[src/rtl/neuromorphic_xn_core_pkg.sv]
// Shared encodings for the ReRAM core: command fields, result tags, engine states.
// Pure declarations; no latency or flow control of its own.
package nmx_pkg;

  typedef enum logic [1:0] {
    MODE_NOP  = 2'b00,
    MODE_READ = 2'b01,
    MODE_FORM = 2'b10,
    MODE_PROG = 2'b11
  } mode_e;

  typedef enum logic [1:0] {
    ST_IDLE,
    ST_WAIT,
    ST_COMMIT
  } eng_state_e;

  localparam int MODE_MSB = 31;
  localparam int MODE_LSB = 30;
  localparam int ROW_MSB  = 29;
  localparam int ROW_LSB  = 25;
  localparam int COL_MSB  = 24;
  localparam int COL_LSB  = 20;
  localparam int DATA_MSB = 7;
  localparam int DATA_LSB = 0;

  localparam logic [31:0] EMPTY_WORD = 32'hDEAD_C0DE;
  localparam logic [1:0]  RES_OK     = 2'b01;
  localparam logic [1:0]  RES_ERR    = 2'b10;

  typedef struct packed {
    logic [1:0]  tag;
    logic [4:0]  row;
    logic [4:0]  col;
    logic [18:0] rsvd;
    logic        bit_val;
  } res_t;

  function automatic res_t mk_res(input logic [1:0] tag, input logic [4:0] row,
                                  input logic [4:0] col, input logic b);
    res_t r;
    r.tag     = tag;
    r.row     = row;
    r.col     = col;
    r.rsvd    = '0;
    r.bit_val = b;
    return r;
  endfunction

  function automatic int max3(input int a, input int b, input int c);
    int m;
    m = (a > b) ? a : b;
    return (m > c) ? m : c;
  endfunction

endpackage

[src/rtl/neuromorphic_xn_core_fifo.sv]
// Count-based synchronous FIFO, first-word fall-through, zero-cycle read of the head.
// Push is refused when full unless a pop happens in the same cycle; pop on empty is ignored.
module nmx_sync_fifo #(
  parameter int W     = 32,
  parameter int DEPTH = 32
) (
  input  logic         CLKin,
  input  logic         RSTin,
  input  logic         in_vld,
  input  logic [W-1:0] in_dat,
  input  logic         out_rdy,
  output logic [W-1:0] out_dat,
  output logic         full,
  output logic         empty
);

  localparam int AW = (DEPTH > 1) ? $clog2(DEPTH) : 1;

  logic [W-1:0]  mem [DEPTH];
  logic [AW-1:0] wr_ptr;
  logic [AW-1:0] rd_ptr;
  logic [AW:0]   count;
  logic          do_push;
  logic          do_pop;

  assign empty   = (count == '0);
  assign full    = (count == (AW+1)'(DEPTH));
  assign do_pop  = out_rdy && !empty;
  assign do_push = in_vld && (!full || do_pop);
  assign out_dat = mem[rd_ptr];

  always_ff @(posedge CLKin or posedge RSTin) begin
    if (RSTin) begin
      wr_ptr <= '0;
      rd_ptr <= '0;
      count  <= '0;
    end else begin
      if (do_push) wr_ptr <= wr_ptr + AW'(1);
      if (do_pop)  rd_ptr <= rd_ptr + AW'(1);
      case ({do_push, do_pop})
        2'b10:   count <= count + (AW+1)'(1);
        2'b01:   count <= count - (AW+1)'(1);
        default: count <= count;
      endcase
    end
  end

  always_ff @(posedge CLKin) begin
    if (do_push) mem[wr_ptr] <= in_dat;
  end

endmodule

[src/rtl/neuromorphic_xn_core.sv]
// ReRAM crossbar core behind a single-address WB shim; pop-to-effect latency is RD/WR/FORM_DLY.
// Writes stall un-acked while the command FIFO is full; READs hold in the engine while results are full.
module neuromorphic_xn_core
  import nmx_pkg::*;
#(
  parameter int          ROWS     = 32,
  parameter int          COLS     = 32,
  parameter int          IP_DEPTH = 32,
  parameter int          OP_DEPTH = 32,
  parameter int          RD_DLY   = 44,
  parameter int          WR_DLY   = 200,
  parameter int          FORM_DLY = 1000,
  parameter logic [7:0]  THRESH   = 8'h7F,
  parameter bit          REQ_FORM = 1'b0
) (
  input  logic        CLKin,
  input  logic        RSTin,
  input  logic        EN,
  input  logic        W_RB,
  input  logic [31:0] DI,
  output logic [31:0] DO,
  output logic        core_ack,
  output logic        busy,
  output logic        ip_full,
  output logic        op_empty,
  output logic        err
);

  localparam int RW    = (ROWS > 1) ? $clog2(ROWS) : 1;
  localparam int CW    = (COLS > 1) ? $clog2(COLS) : 1;
  localparam int CNT_W = $clog2(max3(RD_DLY, WR_DLY, FORM_DLY) + 1);

  logic        ip_push, ip_pop, ip_empty;
  logic        op_push, op_pop, op_full;
  logic [31:0] ip_head, op_head;
  res_t        op_dat;

  eng_state_e       state_q, state_d;
  logic [CNT_W-1:0] cnt_q, cnt_d;
  logic [31:0]      cmd_q, cmd_d;
  logic             arr_we, form_we, err_set;

  // Non-volatile cells: deliberately outside the reset domain.
  logic [COLS-1:0] arr [ROWS];
  logic [ROWS-1:0] formed;

  nmx_sync_fifo #(.W(32), .DEPTH(IP_DEPTH)) u_ip_fifo (
    .CLKin(CLKin), .RSTin(RSTin),
    .in_vld(ip_push), .in_dat(DI),
    .out_rdy(ip_pop), .out_dat(ip_head),
    .full(ip_full), .empty(ip_empty)
  );

  nmx_sync_fifo #(.W(32), .DEPTH(OP_DEPTH)) u_op_fifo (
    .CLKin(CLKin), .RSTin(RSTin),
    .in_vld(op_push), .in_dat(op_dat),
    .out_rdy(op_pop), .out_dat(op_head),
    .full(op_full), .empty(op_empty)
  );

  // Blocking on core_ack keeps the held strobe of the acked cycle from being serviced twice.
  logic bus_req;
  assign bus_req = EN && !core_ack;
  assign ip_push = bus_req && W_RB && !ip_full;
  assign op_pop  = bus_req && !W_RB && !op_empty;

  always_ff @(posedge CLKin or posedge RSTin) begin
    if (RSTin) begin
      DO       <= '0;
      core_ack <= 1'b0;
    end else begin
      core_ack <= ip_push || (bus_req && !W_RB);
      if (bus_req && !W_RB) DO <= op_empty ? EMPTY_WORD : op_head;
    end
  end

  mode_e        c_mode, h_mode;
  logic [4:0]   c_row, c_col;
  logic [7:0]   c_dat;
  logic [RW-1:0] ridx;
  logic [CW-1:0] cidx;
  logic         cmd_bad;
  logic         unused_cmd_bits;

  assign h_mode = mode_e'(ip_head[MODE_MSB:MODE_LSB]);
  assign c_mode = mode_e'(cmd_q[MODE_MSB:MODE_LSB]);
  assign c_row  = cmd_q[ROW_MSB:ROW_LSB];
  assign c_col  = cmd_q[COL_MSB:COL_LSB];
  assign c_dat  = cmd_q[DATA_MSB:DATA_LSB];
  assign ridx   = c_row[RW-1:0];
  assign cidx   = c_col[CW-1:0];
  assign unused_cmd_bits = ^cmd_q[COL_LSB-1:DATA_MSB+1];

  assign cmd_bad = (int'(c_row) >= ROWS) || (int'(c_col) >= COLS) ||
                   (REQ_FORM && (c_mode != MODE_FORM) && !formed[ridx]);

  always_comb begin
    state_d = state_q;
    cnt_d   = cnt_q;
    cmd_d   = cmd_q;
    ip_pop  = 1'b0;
    op_push = 1'b0;
    op_dat  = mk_res(RES_OK, c_row, c_col, arr[ridx][cidx]);
    arr_we  = 1'b0;
    form_we = 1'b0;
    err_set = 1'b0;
    case (state_q)
      ST_IDLE: begin
        if (!ip_empty) begin
          case (h_mode)
            MODE_NOP:  ip_pop = 1'b1;
            MODE_READ: begin
              if (!op_full) begin
                ip_pop  = 1'b1;
                cnt_d   = CNT_W'(RD_DLY - 1);
                state_d = ST_WAIT;
              end
            end
            MODE_PROG: begin
              ip_pop  = 1'b1;
              cnt_d   = CNT_W'(WR_DLY - 1);
              state_d = ST_WAIT;
            end
            default: begin
              ip_pop  = 1'b1;
              cnt_d   = CNT_W'(FORM_DLY - 1);
              state_d = ST_WAIT;
            end
          endcase
          if (ip_pop) cmd_d = ip_head;
        end
      end
      // Leaving on cnt==1 places the commit edge exactly DLY cycles after the pop edge.
      ST_WAIT: begin
        cnt_d = cnt_q - CNT_W'(1);
        if (cnt_q <= CNT_W'(1)) state_d = ST_COMMIT;
      end
      default: begin
        state_d = ST_IDLE;
        if (cmd_bad) begin
          err_set = 1'b1;
          if (c_mode == MODE_READ) begin
            op_push = 1'b1;
            op_dat  = mk_res(RES_ERR, c_row, c_col, 1'b0);
          end
        end else begin
          case (c_mode)
            MODE_PROG: arr_we  = 1'b1;
            MODE_READ: op_push = 1'b1;
            MODE_FORM: form_we = 1'b1;
            default:   ;
          endcase
        end
      end
    endcase
  end

  always_ff @(posedge CLKin or posedge RSTin) begin
    if (RSTin) begin
      state_q <= ST_IDLE;
      cnt_q   <= '0;
      cmd_q   <= '0;
      err     <= 1'b0;
    end else begin
      state_q <= state_d;
      cnt_q   <= cnt_d;
      cmd_q   <= cmd_d;
      err     <= err | err_set;
    end
  end

  always_ff @(posedge CLKin) begin
    if (arr_we)  arr[ridx][cidx] <= (c_dat > THRESH);
    if (form_we) formed[ridx]    <= 1'b1;
  end

  assign busy = (state_q != ST_IDLE);

endmodule

[config.mk]
export PLATFORM = sky130hd
export DESIGN_NAME = neuromorphic_xn_core
export DESIGN_NICKNAME = d
export VERILOG_FILES = /design/src/rtl/neuromorphic_xn_core_pkg.sv /design/src/rtl/neuromorphic_xn_core_fifo.sv /design/src/rtl/neuromorphic_xn_core.sv
export SDC_FILE = /design/constraint.sdc
export NUM_CORES = 2
export LEC_CHECK = 0
export BUFFER_PORTS_ARGS = -buffer_cell sky130_fd_sc_hd__buf_2
export CORE_UTILIZATION = 40
export CTS_CLUSTER_SIZE = 24
export DETAILED_ROUTE_END_ITERATION = 8
export GPL_ROUTABILITY_DRIVEN = 0
export MAX_ROUTING_LAYER = met4
export SLEW_MARGIN = 0
export SYNTH_ARGS = -nofsm -noshare
export SYNTH_HDL_FRONTEND = slang
export SYNTH_SLANG_ARGS = --single-unit
[constraint.sdc]
create_clock -name CLKin -period 21.9 [get_ports CLKin]
set_input_delay 4.38 -clock CLKin [delete_from_list [all_inputs] [get_ports CLKin]]
set_output_delay 4.38 -clock CLKin [all_outputs]
set_load 0.1 [all_outputs]
After elaboration in Yosys (flattened, before gate mapping)
Memory sizes are Yosys's and may differ from the RTL's. Cells that the tools add are included.

Register bits after elaboration: 109. Memory bits (writable): 2400. Input bits: 36. Output and inout port bits: 37. Memories kept: 3.

Memories: arr (depth 32, bits a word 32, read ports 1, clocked after Yosys merged registers in 0, write ports 1, line neuromorphic_xn_core.sv:44) `logic [COLS-1:0] arr [ROWS];`; u_ip_fifo.mem (depth 32, bits a word 32, read ports 1, clocked after Yosys merged registers in 0, write ports 1, line neuromorphic_xn_core_fifo.sv:19) `logic [W-1:0] mem [DEPTH];`; u_op_fifo.mem (depth 32, bits a word 11, read ports 1, clocked after Yosys merged registers in 0, write ports 1, line neuromorphic_xn_core_fifo.sv:19).

Add/subtract/negate cells: 9. Order comparisons: 4. Equality and inequality tests: 15. Mux-type cells: 32. Bitwise logic cells: 1. Reduce and logical (&&, ||, !) cells: 31.

Operators with widths (count): 32-bit 2-to-1 mux (2); 10-bit one-hot mux with 3 select lines (1); 6-bit one-hot mux with 2 select lines (2); 5-bit by 1-bit adder with 5-bit output (second input constant) (4); 10-bit 2-to-1 mux (2); 10-bit one-hot mux with 2 select lines (1); 1-bit 2-to-1 mux (17); 6-bit by 1-bit adder with 6-bit output (second input constant) (2); 6-bit == test (second input constant) (2); 6-bit logical NOT (2); 6-bit by 1-bit subtractor with 6-bit output (second input constant) (2); 2-bit by 1-bit == test with 1-bit output (second input constant) (5); 10-bit by 1-bit <= comparator with 1-bit output (second input constant) (1); 1-bit logical AND (10); 10-bit by 1-bit subtractor with 10-bit output (second input constant) (1); 2-bit == test (second input constant) (4); 8-bit by 7-bit > comparator with 1-bit output (second input constant) (1); 2-bit one-hot mux with 2 select lines (2); 4-bit AND reduction (2); 2-bit nonzero test (4); 1-bit logical NOT (6); 5-bit by 6-bit < comparator with 1-bit output (second input constant) (1); 2-bit 2-to-1 mux (3); 2-bit inequality test (second input constant) (3); 9 further kinds (12).

Longest topological paths before layout
Depth after elaboration: 12. Depth in mapped cells: 18.

By module
A second synthesis with hierarchy kept.

Cell total of the unflattened synthesis: 7639. Area total of the unflattened synthesis: 127437.2 µm².

By module, submodules not included: neuromorphic_xn_core (times used 1, cells each 3675, area an instance 46676.0 µm², seq. area each 32200.9 µm²); nmx_sync_fifo at u_op_fifo (times used 1, cells each 1982, area an instance 40383.7 µm², seq. area each 31149.9 µm²); nmx_sync_fifo at u_ip_fifo (times used 1, cells each 1982, area an instance 40377.5 µm², seq. area each 31149.9 µm²).

Worst setup path after synthesis
Ideal clock, no wire load.

Path kind: register to register. Start: register cmd_q[7]. End: memory arr[0][0] (data pin). Setup time: 3.461 ns. Arrival time: 15.670 ns. Required time: 18.439 ns. Slack: 2.769 ns. Cell stages (with the launch flop): 2. Path buffers: 1. Period minus slack after synthesis: 19.131 ns. Cell sequence: dfrtp_1 -> clkbuf_1.

Longest elaborated chain between the ends: 1.

Ends and longest elaborated chain: start, declared (line neuromorphic_xn_core.sv:40) `logic [31:0] cmd_q, cmd_d;`; start signal, assigned (line neuromorphic_xn_core.sv:167) `cmd_q <= cmd_d;`; 8-bit by 7-bit > comparator with 1-bit output (line neuromorphic_xn_core.sv:173) `if (arr_we) arr[ridx][cidx] <= (c_dat > THRESH);`; end, declared (line neuromorphic_xn_core.sv:44).

No other way between the ends.

Final worst setup path
Start: register u_op_fifo.count[0]. End: output op_empty.

Longest elaborated chain between the ends: 1.

Ends and longest elaborated chain: start, declared (line neuromorphic_xn_core_fifo.sv:22) `logic [AW:0] count;`; start signal, assigned (line neuromorphic_xn_core_fifo.sv:41) `2'b10: count <= count + (AW+1)'(1);`; start signal, assigned (line neuromorphic_xn_core_fifo.sv:42) `2'b01: count <= count - (AW+1)'(1);`; start signal, assigned (line neuromorphic_xn_core_fifo.sv:43) `default: count <= count;`; 6-bit logical NOT (line neuromorphic_xn_core_fifo.sv:26) `assign empty = (count == '0);`; end, declared (line neuromorphic_xn_core.sv:25) `output logic op_empty,`.

No other way between the ends.

==> out/metrics.csv <==
metric,value,unit
status,"finished, violations left",
failing checks,max-slew violations,
I/O Pins,73,
first-pass GRT wire length,288.3,mm
Max clock buf depth,3,
Synth top area share,69.80,%
worst path cell trace,or4_1 -> nor3_1 -> buf_2,
total clock sinks,1863,
Overflow after GRT,0,
hold_sp,DO[30]$_DFFE_PP0P_,
Starting Density,40.41,%
crit path max fanout,4,
Most used DFF post-synth,edfxtp_1,
Post-Synthesis Cells,4933,
die width,441.0,microns
remaining antenna violation count after routing,0,
drc violations,0,
Unique masters post-synth,63,
Setup CP Type,reg2out,
Synth area leader,edfxtp_1,
WP buf/inv,1,
CP Launch Type,flop,
Synth async-reset ratio,3.811,%
endpoint class of the critical path,primary output,
Worst Hold Class,reg2reg,
vias,42760,
initial antenna violation count,1,
fin. max-slew vios,151,
DR vias/cell,5.688,
total CTS buffers,186,
worst-margin pin slew,1.627,ns
"Slowest-stage cell, CP",or4_1,
unrepaired setup endpoints after global routing,false,
Crit Reg-Reg Startpoint,cmd_q[26]$_DFFE_PP0P_,
yosys warns,0,
vias in the first global route,41780,
CTS tree,yes,
Layout area overhead,11.15,%
Top delay family on crit path,simple AND/OR/NAND/NOR gates,
Die Ht,441.0,microns
largest net degree at the start of global routing,298,
Rel. slew slack,-8.484,%
sequential-to-total area share from yosys stat,72.11,%
Synth area leaders,"edfxtp_1, mux4_2, mux2i_1",
"most common cell after layout, fill and taps aside",edfxtp_1,
CTS hold repair buffers,0,
Pre-antenna DRT Iters,6,
Finish-stage setup viols,0,
H-tree depth,4,
Tmin final,7.043,ns
worst path arrival time,2.66,ns
Post-DP HPWL,100.8,mm
Die Area,194500,sq um
Final Cell Area,85680,sq um
Peak VDD IR,0.1084,mV
Synth Register Bits,1863,
ant diodes,0,
number of synthesized flops with an enable pin,1792,
WHS,0.4709,ns
Tot GR Track Use,21.04,%
setup TNS after final layout,0,ns
area post-placement,79870,sq um
CTS root buf,clkbuf_16,
period utilization,32.16,%
fraction of layout cells with a size suffix above 1,15.18,%
clk slew on worst S/H paths,0.06,ns
worst skew pair latency,0.83,ns
Final Skew,0.04679,ns
number of nets in the layout,4915,
WL/cell,26.60,microns
IO Port Bufs,44,
Worst Path Required,17.52,ns
Initial DRC Count,4956,
area of the core,190800,sq um
post-layout util,44.91,%
pwr dens,124.9,nW/um^2
Post-CTS Setup Repair Bufs,0,
Post-Syn Area,77090,sq um
"Hold Violations, Final",0,
most frequent cells in the layout,"edfxtp_1, nor2_1, mux2i_1",
Post-Syn Area per Cell,15.63,sq um
crit path from,u_op_fifo.count[0]$_DFFE_PP0P_,
Pleak,27.59,nW
max incr delay on CP,0.57,ns
Total Wirelength,199.9,mm
max cap viols,0,
Max Freq,142.0,MHz
Site Rows,160,
PostCTS Resize Cnt,0,
path summary, 6_finish.rpt:
path	to	slack, ns	cells after the start
max	op_empty	14.86	3
min	DO[30]$_DFFE_PP0P_	0.47	1
max reg2reg	u_op_fifo.mem[10][0]$_DFFE_PP_	15.21	12
min reg2reg	DO[30]$_DFFE_PP0P_	0.47	1
max in group asynchronous	cmd_q[7]$_DFFE_PP0P_	17.28	3
min in group asynchronous	u_op_fifo.rd_ptr[4]$_DFFE_PP0P_	3.87	3
cells by family after synthesis:
group / Yosys count / synth area share [%]
adders and majority gates: 24 / 0.4090
DFF: 1863 / 72.11
other: 1 / 0.004864
and+or+nand+nor: 1483 / 7.854
AOI/OAI and AO/OA: 323 / 2.657
buffers and inverters: 458 / 2.488
xor gates and xnor gates: 27 / 0.3068
muxes: 754 / 14.17
worst reg2reg max path: stages, from the launching register on:
cell	delay, ns
dfrtp_4	1.09
buf_4	0.90
buf_4	0.93
buf_12	0.62
mux2i_1	0.41
o22ai_1	0.11
nor4_1	0.35
nand3_1	0.34
nand3_1	0.24
o21ai_0	0.23
a311oi_1	0.69
o2111ai_2	0.15
buf_4	0.28
through the flow:
stage | setup WS (ns) | power (mW) | cells
2_1_floorplan | 2.769 | 6.987 | 4941
3_3_place_gp | 14.08 | 7.691 | 7178
3_5_place_dp | 14.07 | 7.728 | 7178
4_1_cts | 14.76 | 10.76 | 7517
5_1_grt | 14.61 | 11.05 | 7517
6_report | 14.86 | 10.70 | 7517
synthesized netlist by cell type, types with 15 or more instances:
cell type and number:
buf_1 36, dfrtp_1 71, clkbuf_1 296, inv_1 25
xnor2_1 20, mux2i_1 478, nand3_1 28, mux4_2 269
edfxtp_1 1792, nor4_1 38, buf_4 24, nor2b_1 15
nor2_1 1172, o21ai_0 47, buf_2 75, nor3_1 31
ha_1 22, nand2_1 127, o22ai_1 202, a21oi_1 28
layer usage:
metal / GRT usage, % / wire [microns] / part of all wire [%] / vias up
met5: - / 0 / 0 / -
met4: 5.748 / 4906 / 2.5 / 0
met3: 2.863 / 13990 / 7.0 / 299
met2: 33.42 / 97260 / 49 / 1633
met1: 28.45 / 83760 / 42 / 22450
li1: - / - / - / 18380
registers in the layout, indices dropped and copies added, names as in the netlist, 6 cells and up:
signal / flops
DO: 13
arr: 1024
cmd_q: 13
cnt_q: 10
u_ip_fifo.count: 6
u_ip_fifo.mem: 416
u_op_fifo.count: 6
u_op_fifo.mem: 352
power breakdown:
group | leakage [nW] | total [mW] | internal, mW | switching, mW
sequential | 16.8 | 4.62 | 4.39 | 0.227
clock | 2.82 | 3.05 | 1.70 | 1.35
combinational | 7.93 | 3.03 | 1.05 | 1.98
cell type report:
type,count,area [sq um]
clock inverters,83,748.2
inverters,25,95.09
flip-flops and latches,1863,55620
fillers,16590,105100
clock buffers,256,5070
multi-input cells,2620,19890
well taps,2511,3142
repair buffers,159,1121
(Power assumes the default switching activity.)
